===== config.mk =====
export PLATFORM = sky130hd
export DESIGN_NAME = sprite_regfile
export DESIGN_NICKNAME = d
export VERILOG_FILES = /design/src/rtl/sprite_pkg.sv /design/src/rtl/sprite_commit_fsm.sv /design/src/rtl/sprite_regfile.sv
export SDC_FILE = /design/constraint.sdc
export NUM_CORES = 2
export LEC_CHECK = 0
export CAP_MARGIN = 30
export CORE_MARGIN = 4
export CORE_UTILIZATION = 59
export CTS_BUF_LIST = sky130_fd_sc_hd__clkbuf_2
export DETAILED_ROUTE_END_ITERATION = 10
export GPL_ROUTABILITY_DRIVEN = 1
export PLACE_DENSITY = 0.75
export SKIP_CTS_REPAIR_TIMING = 1
export SYNTH_ARGS = -nofsm -noshare
export SYNTH_HDL_FRONTEND = slang
export SYNTH_SLANG_ARGS = --single-unit

===== constraint.sdc =====
create_clock -name clk -period 4.5 [get_ports clk]
set_input_delay 0.675 -clock clk [delete_from_list [all_inputs] [get_ports clk]]
set_output_delay 0.675 -clock clk [all_outputs]
set_load 0.01 [all_outputs]

===== src/rtl/sprite_pkg.sv =====
// Shared types and constants for the sprite attribute store and its commit FSM.
package sprite_pkg;

  typedef struct packed {
    logic        enable;
    logic [2:0]  reserved;
    logic [6:0]  image_id;
    logic [9:0]  y;
    logic [10:0] x;
  } sprite_attr_t;

  typedef enum logic [1:0] {
    ST_IDLE,
    ST_ARMED,
    ST_COPY
  } commit_state_t;

  localparam logic [6:0]  ADDR_BG   = 7'h7E;
  localparam logic [6:0]  ADDR_CTRL = 7'h7F;
  localparam logic [23:0] BG_RESET  = 24'h000040;

endpackage


===== src/rtl/sprite_commit_fsm.sv =====
// Commit sequencer: waits for a frame boundary, then walks the sprite slots and
// the background colour one per cycle, copying shadow into active.
module sprite_commit_fsm
  import sprite_pkg::*;
#(
  parameter int NUM_SPRITES = 16,
  parameter int IDXW        = 4
) (
  input  logic            clk,
  input  logic            reset_n,
  input  logic            commit_req,
  input  logic            frame_start,
  output logic            copy_en,
  output logic            copy_bg,
  output logic [IDXW-1:0] copy_idx,
  output logic            commit_done,
  output logic            busy
);

  commit_state_t   state;
  logic [IDXW:0]   idx;
  logic            rearm;

  // idx one past the last sprite is the background copy slot
  assign copy_bg  = (state == ST_COPY) && (idx == (IDXW+1)'(NUM_SPRITES));
  assign copy_en  = (state == ST_COPY) && !copy_bg;
  assign copy_idx = idx[IDXW-1:0];

  always_ff @(posedge clk or negedge reset_n) begin
    if (!reset_n) begin
      state       <= ST_IDLE;
      idx         <= '0;
      rearm       <= 1'b0;
      commit_done <= 1'b0;
      busy        <= 1'b0;
    end else begin
      commit_done <= 1'b0;
      case (state)
        ST_IDLE: begin
          if (commit_req) begin
            state <= ST_ARMED;
            busy  <= 1'b1;
          end
        end
        ST_ARMED: begin
          if (frame_start) begin
            state <= ST_COPY;
            idx   <= '0;
          end
        end
        ST_COPY: begin
          if (copy_bg) begin
            commit_done <= 1'b1;
            rearm       <= 1'b0;
            // a request that arrived mid-copy needs a fresh frame of its own
            if (rearm || commit_req) begin
              state <= ST_ARMED;
            end else begin
              state <= ST_IDLE;
              busy  <= 1'b0;
            end
          end else begin
            idx <= idx + (IDXW+1)'(1);
            if (commit_req) rearm <= 1'b1;
          end
        end
        default: begin
          state <= ST_IDLE;
          busy  <= 1'b0;
        end
      endcase
    end
  end

endmodule


===== src/rtl/sprite_regfile.sv =====
// Double-buffered sprite/background attribute store between Avalon-MM and the renderer.
// Define SPRITE_READBACK_EN to add the Avalon read port, readdata and the frame counter.
module sprite_regfile
  import sprite_pkg::*;
#(
  parameter int NUM_SPRITES = 16,
  parameter int IDXW        = (NUM_SPRITES > 1) ? $clog2(NUM_SPRITES) : 1
) (
  input  logic            clk,
  input  logic            reset_n,
  input  logic            chipselect,
  input  logic            write,
  input  logic [6:0]      address,
  input  logic [31:0]     writedata,
`ifdef SPRITE_READBACK_EN
  input  logic            read,
  output logic [31:0]     readdata,
`endif
  input  logic            frame_start,
  input  logic [IDXW-1:0] rd_idx,
  output logic [31:0]     rd_attr,
  output logic [23:0]     bg_rgb,
  output logic            commit_done,
  output logic            busy
);

  sprite_attr_t    shadow [NUM_SPRITES];
  sprite_attr_t    active [NUM_SPRITES];
  logic [23:0]     shadow_bg;
  logic [23:0]     active_bg;
  logic            copy_en;
  logic            copy_bg;
  logic [IDXW-1:0] copy_idx;
  logic [31:0]     lookup;

  logic wr_en, sprite_wr, commit_req;
  assign wr_en      = chipselect && write;
  assign sprite_wr  = wr_en && (address < 7'(NUM_SPRITES));
  assign commit_req = wr_en && (address == ADDR_CTRL) && writedata[0];

  sprite_commit_fsm #(
    .NUM_SPRITES(NUM_SPRITES),
    .IDXW       (IDXW)
  ) u_fsm (
    .clk        (clk),
    .reset_n    (reset_n),
    .commit_req (commit_req),
    .frame_start(frame_start),
    .copy_en    (copy_en),
    .copy_bg    (copy_bg),
    .copy_idx   (copy_idx),
    .commit_done(commit_done),
    .busy       (busy)
  );

  // copy reads the pre-edge shadow, so a same-cycle write to that slot lands next commit
  always_ff @(posedge clk or negedge reset_n) begin
    if (!reset_n) begin
      for (int i = 0; i < NUM_SPRITES; i++) begin
        shadow[i] <= '0;
        active[i] <= '0;
      end
      shadow_bg <= BG_RESET;
      active_bg <= BG_RESET;
    end else begin
      if (sprite_wr) shadow[address[IDXW-1:0]] <= writedata;
      if (wr_en && (address == ADDR_BG)) shadow_bg <= writedata[23:0];
      if (copy_en) active[copy_idx] <= shadow[copy_idx];
      if (copy_bg) active_bg <= shadow_bg;
    end
  end

  always_comb begin
    lookup = '0;
    for (int i = 0; i < NUM_SPRITES; i++) begin
      if (rd_idx == IDXW'(i)) lookup = active[i];
    end
  end

  always_ff @(posedge clk or negedge reset_n) begin
    if (!reset_n) rd_attr <= '0;
    else          rd_attr <= lookup;
  end

  assign bg_rgb = active_bg;

`ifdef SPRITE_READBACK_EN
  logic [15:0] frame_cnt;
  logic [31:0] read_mux;
  logic        copying, armed;

  // busy covers exactly ARMED and COPY, so ARMED is busy outside the copy walk
  assign copying = copy_en || copy_bg;
  assign armed   = busy && !copying;

  always_comb begin
    read_mux = '0;
    if (address < 7'(NUM_SPRITES)) read_mux = shadow[address[IDXW-1:0]];
    else if (address == ADDR_BG)   read_mux = {8'h0, shadow_bg};
    else if (address == ADDR_CTRL) read_mux = {frame_cnt, 14'h0, copying, armed};
  end

  always_ff @(posedge clk or negedge reset_n) begin
    if (!reset_n) begin
      frame_cnt <= '0;
      readdata  <= '0;
    end else begin
      if (frame_start) frame_cnt <= frame_cnt + 16'd1;
      if (chipselect && read) readdata <= read_mux;
    end
  end
`endif

endmodule


Word-level counts from Yosys, hierarchy flattened
Index checks and enable logic that the tools add are counted.

storage, ports and cells
  bits in registers = 1114
  input bits = 48
  output and inout port bits = 58
  word-level logic and storage cells = 261

cells by class
  add/sub/neg operators = 1
  order comparisons = 5
  equal/unequal tests = 25
  muxes and demuxes = 40
  bitwise operators = 3
  reduce and logical (&&, ||, !) cells = 19

operators with widths
  kind                                                                   count
  512-bit bitwise mux                                                    2
  32-bit 2-to-1 mux                                                      20
  32-bit demux with 4-bit select                                         2
  32-bit binary-select mux with 4-bit select                             1
  4-bit equality test, second input constant                             8
  4-bit by 3-bit equality test with 1-bit output, second input constant  4
  7-bit equality test, second input constant                             2
  5-bit greater-or-equal comparator, second input constant               2
  5-bit by 1-bit < comparator with 1-bit output, second input constant   2
  5-bit 2-to-1 mux                                                       2
  4-bit inverter with 5-bit output                                       2
  5-bit one-hot mux with 2 select lines                                  1
  1-bit logical AND                                                      9
  4-bit by 2-bit equality test with 1-bit output, second input constant  2
  7-bit by 5-bit < comparator with 1-bit output, second input constant   1
  1-bit 2-to-1 mux                                                       7
  2-bit 2-to-1 mux                                                       3
  2-bit inequality test, second input constant                           3
  2-bit one-hot mux with 3 select lines                                  1
  3-bit AND reduction                                                    2
  5-bit by 1-bit adder with 5-bit output, second input constant          1
  5-bit equality test, second input constant                             1
  4-bit by 1-bit equality test with 1-bit output, second input constant  1
  4-bit logical NOT                                                      1
  11 further kinds                                                       13

Depth between registers and ports, before layout
  depth in word-level cells = 17
  mapped depth = 13
  mapped depth without buffers = 7

Modules after synthesis
Synthesis repeated with hierarchy kept, for this count alone.

second synthesis, totals
  cell total of the unflattened synthesis = 4027
  area total of the unflattened synthesis = 49406.1 sq um

modules (own cells, without submodules)
  module             instances  cells each  area an instance (sq um)  seq. area each (sq um)
  sprite_regfile     1          3972        48838.1                   27629.0
  sprite_commit_fsm  1          55          568.0                     250.2

Worst setup path after synthesis
Ideal clock, no wire load.

  path kind = flip-flop to flip-flop
  from = register u_fsm.idx[0]
  to = register active[480] (netlist name)
  setup time = 0.137 ns
  arrival time = 2.475 ns
  setup slack = 1.888 ns
  stages on the path, launching flop included = 13
  clock period less this slack = 2.612 ns
  cell sequence = dfrtp_1 clkbuf_1 buf_2 buf_2 inv_1 ha_1 clkbuf_1 nand3b_1 o21ai_0 nor4b_1 buf_2 clkbuf_1 a21oi_1

on the way
  word-level cells in the longest chain between the ends = 6

ends and longest elaborated chain
  element                                                                                                                          line                     source
  start: declaration                                                                                                               sprite_commit_fsm.sv:21  logic [IDXW:0] idx;
  start signal: assignment                                                                                                         sprite_commit_fsm.sv:63  idx <= idx + (IDXW+1)'(1);
  4-bit inverter with 5-bit output (implied by the code)                                                                           sprite_regfile.sv:68     if (copy_en) active[copy_idx] <= shadow[copy_idx];
  5-bit greater-or-equal comparator (implied by the code) / 5-bit by 1-bit < comparator with 1-bit output (equally long branches)  sprite_regfile.sv:68
  1-bit logical AND (implied by the code)                                                                                          sprite_regfile.sv:68
  32-bit 2-to-1 mux (implied by the code)                                                                                          sprite_regfile.sv:68
  32-bit demux with 4-bit select                                                                                                   sprite_regfile.sv:68
  512-bit bitwise mux                                                                                                              sprite_regfile.sv:68
  end signal: indexed assignment                                                                                                   sprite_regfile.sv:68
  end: declaration                                                                                                                 sprite_regfile.sv:28     sprite_attr_t active [NUM_SPRITES];

Parallel ways exist; a longest one is shown, timed or not. The select of a mux whose other input is x is not followed.
A chain may end at the register's enable or synchronous reset.

Worst setup path in the final report
  from = register active_bg[6], in the netlist bg_rgb[6]
  to = output bg_rgb[6]

RTL lines
  element                   line                  source
  start: declaration        sprite_regfile.sv:30  logic [23:0] active_bg;
  start signal: assignment  sprite_regfile.sv:69  if (copy_bg) active_bg <= shadow_bg;
  end: declaration          sprite_regfile.sv:22  output logic [23:0] bg_rgb,

No word-level cell between the ends.

==> flow_metrics.py <==
metrics = {
    "run_status": {
        "outcome": "finished clean",
    },
    "clocking": {
        "cts.sinks": 1114,
        "clock_tree_from_tritoncts": "yes",
        "clkTransAtPathRegs_ns": 0.08,
        "tritoncts.num_buffers": 300,
        "cts_root_buffer": "clkbuf_2",
        "clk_latency_ns": 1.50,
        "htree_levels": 5,
        "cts_buffer_depth": 4,
    },
    "synthesis": {
        "synth_fa_ha_area_frac": 0.00100,
        "netlist.area_leader.share": 0.559,
        "synth-xor-area-share": 0.000528,
        "post_synth_and_or_nand_nor_area_fraction": 0.0757,
        "dominantRegCellSynth": "dfrtp_1",
        "seq_area_frac_synth": 0.560,
        "main_combinational_cell_family_by_area_after_synthesis": "multiplexers",
        "synth_mux_area_frac": 0.221,
        "synth.net_count": 4155,
        "number_of_synthesized_flops_with_an_enable_pin": 0,
        "post_synthesis_compound_gate_area_fraction": 0.108,
        "synth-seq-cells": 1114,
        "synth.lib_cells_used.distinct": 66,
        "cell_area_after_synthesis_mm2": 0.0498,
        "netlist.top_cell.by_area": "dfrtp_1",
        "ys_async_sr_fraction": 1.00,
        "synth_area_leaders": "dfrtp_1, mux2_2, mux4_2, o21ai_0, nand2_1",
        "synth_cells": 4103,
        "post_synth.cell_area_avg_um2": 12.1,
        "synthesis.yosys.warnings": 0,
    },
    "power": {
        "switching_share": 0.349,
        "share_seq_of_total_power": 0.501,
        "report.power.total_mw": 27.2,
        "clockPowerShare": 0.243,
        "power.static_leakage_nw": 25.9,
        "p_int_mw": 17.7,
        "p_comb_frac": 0.255,
        "ir_worst_vdd_mv": 0.299,
        "power_density_mw_per_mm2": 500,
        "power.net_switching_mw": 9.48,
    },
    "die": {
        "design.die.area_mm2": 0.0891,
        "initial_core_util": 0.595,
        "chipWidth_um": 299,
        "placeableCoreArea_mm2": 0.0837,
        "std_cell_rows": 106,
        "dieHeight_um": 299,
        "boundaryPins": 106,
    },
    "critical_path": {
        "worstSetupEndpointType": "output port",
        "crit_slowest_cell": "dfstp_2",
        "start_kind": "register",
        "timing.critical_path.arrival_ns": 2.49,
        "crit_fanout": 2,
        "worst_path_dominant_cell_family": "flip-flops",
        "path_cells": "clkdlybuf4s50_1",
        "critical-path-max-stage-delay_ns": 0.54,
        "required_time_of_the_critical_path_ns": 3.83,
        "worstRegToRegCells": 8,
        "worstSetupPathDepth": 1,
        "crit_type": "reg2out",
        "cp_num_buf_inv": 1,
    },
    "global_routing": {
        "grt_antenna_before_repair": 10,
        "number_of_global_route_vias_before_repair": 35300,
        "globalRouteOverflowTotal": 0,
        "grt_util_all_layers": 0.290,
        "grt_max_degree": 119,
        "grt_first_pass_wirelength_um": 200000,
    },
    "timing": {
        "timing.final.setup_violations": 0,
        "unrepaired_setup_endpoints_after_global_routing": "no",
        "slew-limit-headroom": 0.314,
        "hold-worst-slack_ns": 0.152,
        "timing.final.max_slew_violations": 0,
        "period_minus_slack_ns": 3.17,
        "final_critical_path_setup_slack_ns": 1.33,
        "maxClockFrequency_mhz": 316,
        "fin_skew_ns": 0.153,
        "timing_worst_slew_pin_value_ns": 1.03,
        "hold_viol_final": 0,
        "final_min_period_over_clock_period": 0.704,
        "fin_tns_setup_ns": 0,
    },
    "layout": {
        "layout-area-overhead-vs-synth_pct": 9.05,
        "final_common_cell": "dfrtp_1",
        "final_layout_size_suffix_gt1_frac": 0.304,
        "finish.utilization": 0.649,
        "multi_input_combinational_cell_area_mm2": 0.0203,
        "most_frequent_cells_in_the_layout": "dfrtp_1, o21ai_0, mux2_2",
        "nNetsFinal": 4314,
        "fill_cells": 6573,
        "seq_area_mm2": 0.0279,
    },
    "routing": {
        "vias": 33700,
        "totalWireLength_um": 127000,
        "remaining_drc_errors": 0,
        "avgRoutedWirePerCell_um": 22.8,
        "remaining_antenna_violation_count_after_routing": 0,
        "detail_route.first_pass.iterations": 5,
        "detailedRoute.firstIterationViolations": 2557,
        "avgViaCountPerCell": 6.06,
    },
    "hold_path": {
        "worst_hold_path.num_cells": 5,
        "holdCritPathClass": "in2reg",
    },
    "place": {
        "placement.setup.worst_slack_ns": 1.04,
        "place.detailed.hpwl_um": 77300,
        "gp_congestion": 0.811,
        "portBuffers": 105,
    },
    "job": {
        "max_cap_violations": 0,
    },
}
[routing by layer]
metal,vias to the layer above,part of all wire,track usage
li1,15100,-,-
met5,-,0.00010,0
met4,2,0.034,0.119
met3,288,0.079,0.0729
met1,17100,0.41,0.386
met2,1277,0.47,0.462
[metrics by stage]
stage / instances / instance area [µm²]
after floorplan: 4103 / 49800
after global placement: 5078 / 51700
after detailed placement: 5080 / 51700
after CTS: 5550 / 54100
after global routing: 5570 / 54300
final: 5572 / 54300
[power by group through the flow]
stage               combinational [mW]  clock, mW  sequential [mW]
finish                            6.94       6.61             13.6
global route                      7.72       7.36             13.9
CTS                               6.91       6.78             13.6
detailed placement                6.90          0             13.8
global placement                  6.71          0             13.7
floorplan                         4.84          0             13.3
[cell usage after synthesis (32+ instances only)]
master	instances
clkbuf_1	214
mux4_2	156
mux2i_1	95
nand2_1	566
a21oi_1	140
dfrtp_1	1112
nor2b_1	47
nor2_1	89
a211oi_2	32
o21ai_0	561
buf_2	100
mux2_2	558
and2_1	35
[path summary, 6_finish.rpt]
| path | startpoint | endpoint | slack (ns) |
|---|---|---|---|
| max in group asynchronous | reset_n | shadow[273]$_DFFE_PN0P_ | 3.04 |
| setup reg to reg | u_fsm.idx[1]$_DFFE_PN0P_ | active[509]$_DFFE_PN0P_ | 1.35 |
| hold / removal | address[6] | u_fsm.rearm$_DFFE_PN0P_ | 0.15 |
| hold reg to reg | active[137]$_DFFE_PN0P_ | active[137]$_DFFE_PN0P_ | 0.48 |
| setup / recovery | bg_rgb[6]$_DFFE_PN1P_ | bg_rgb[6] | 1.33 |
| min in group asynchronous | reset_n | active[479]$_DFFE_PN0P_ | 0.43 |
[cells by family (layout without fill, tap and decap cells)]
logic type | Yosys count | count (layout)
AO/OA/AOI/OAI | 920 | 920
XOR/XNOR | 3 | 3
adder cells (fa/ha/maj) | 4 | 4
buffers and inverters | 379 | 706
flip-flops | 1114 | 1114
multiplexers | 830 | 830
other | 0 | 8
AND/OR/NAND/NOR | 853 | 853
[final cells by class]
| cell class | count | share of cell area |
|---|---|---|
| Multi-Input combinational cell | 2610 | 0.374 |
| Inverter | 11 | 0.000760 |
| Timing Repair Buffer | 225 | 0.0416 |
| Tap cell | 1134 | 0.0261 |
| Sequential cell | 1114 | 0.514 |
| Antenna cell | 8 | 0.000369 |
| Clock inverter | 42 | 0.00440 |
| Clock buffer | 428 | 0.0394 |
[sequential cells by signal, indices dropped and copies added, names as in the netlist, 2 cells and up]
signal / cells
active: 512
shadow: 512
rd_attr: 32
bg_rgb: 24
shadow_bg: 24
u_fsm.idx: 5
u_fsm.state: 2
(Power assumes the default switching activity.)
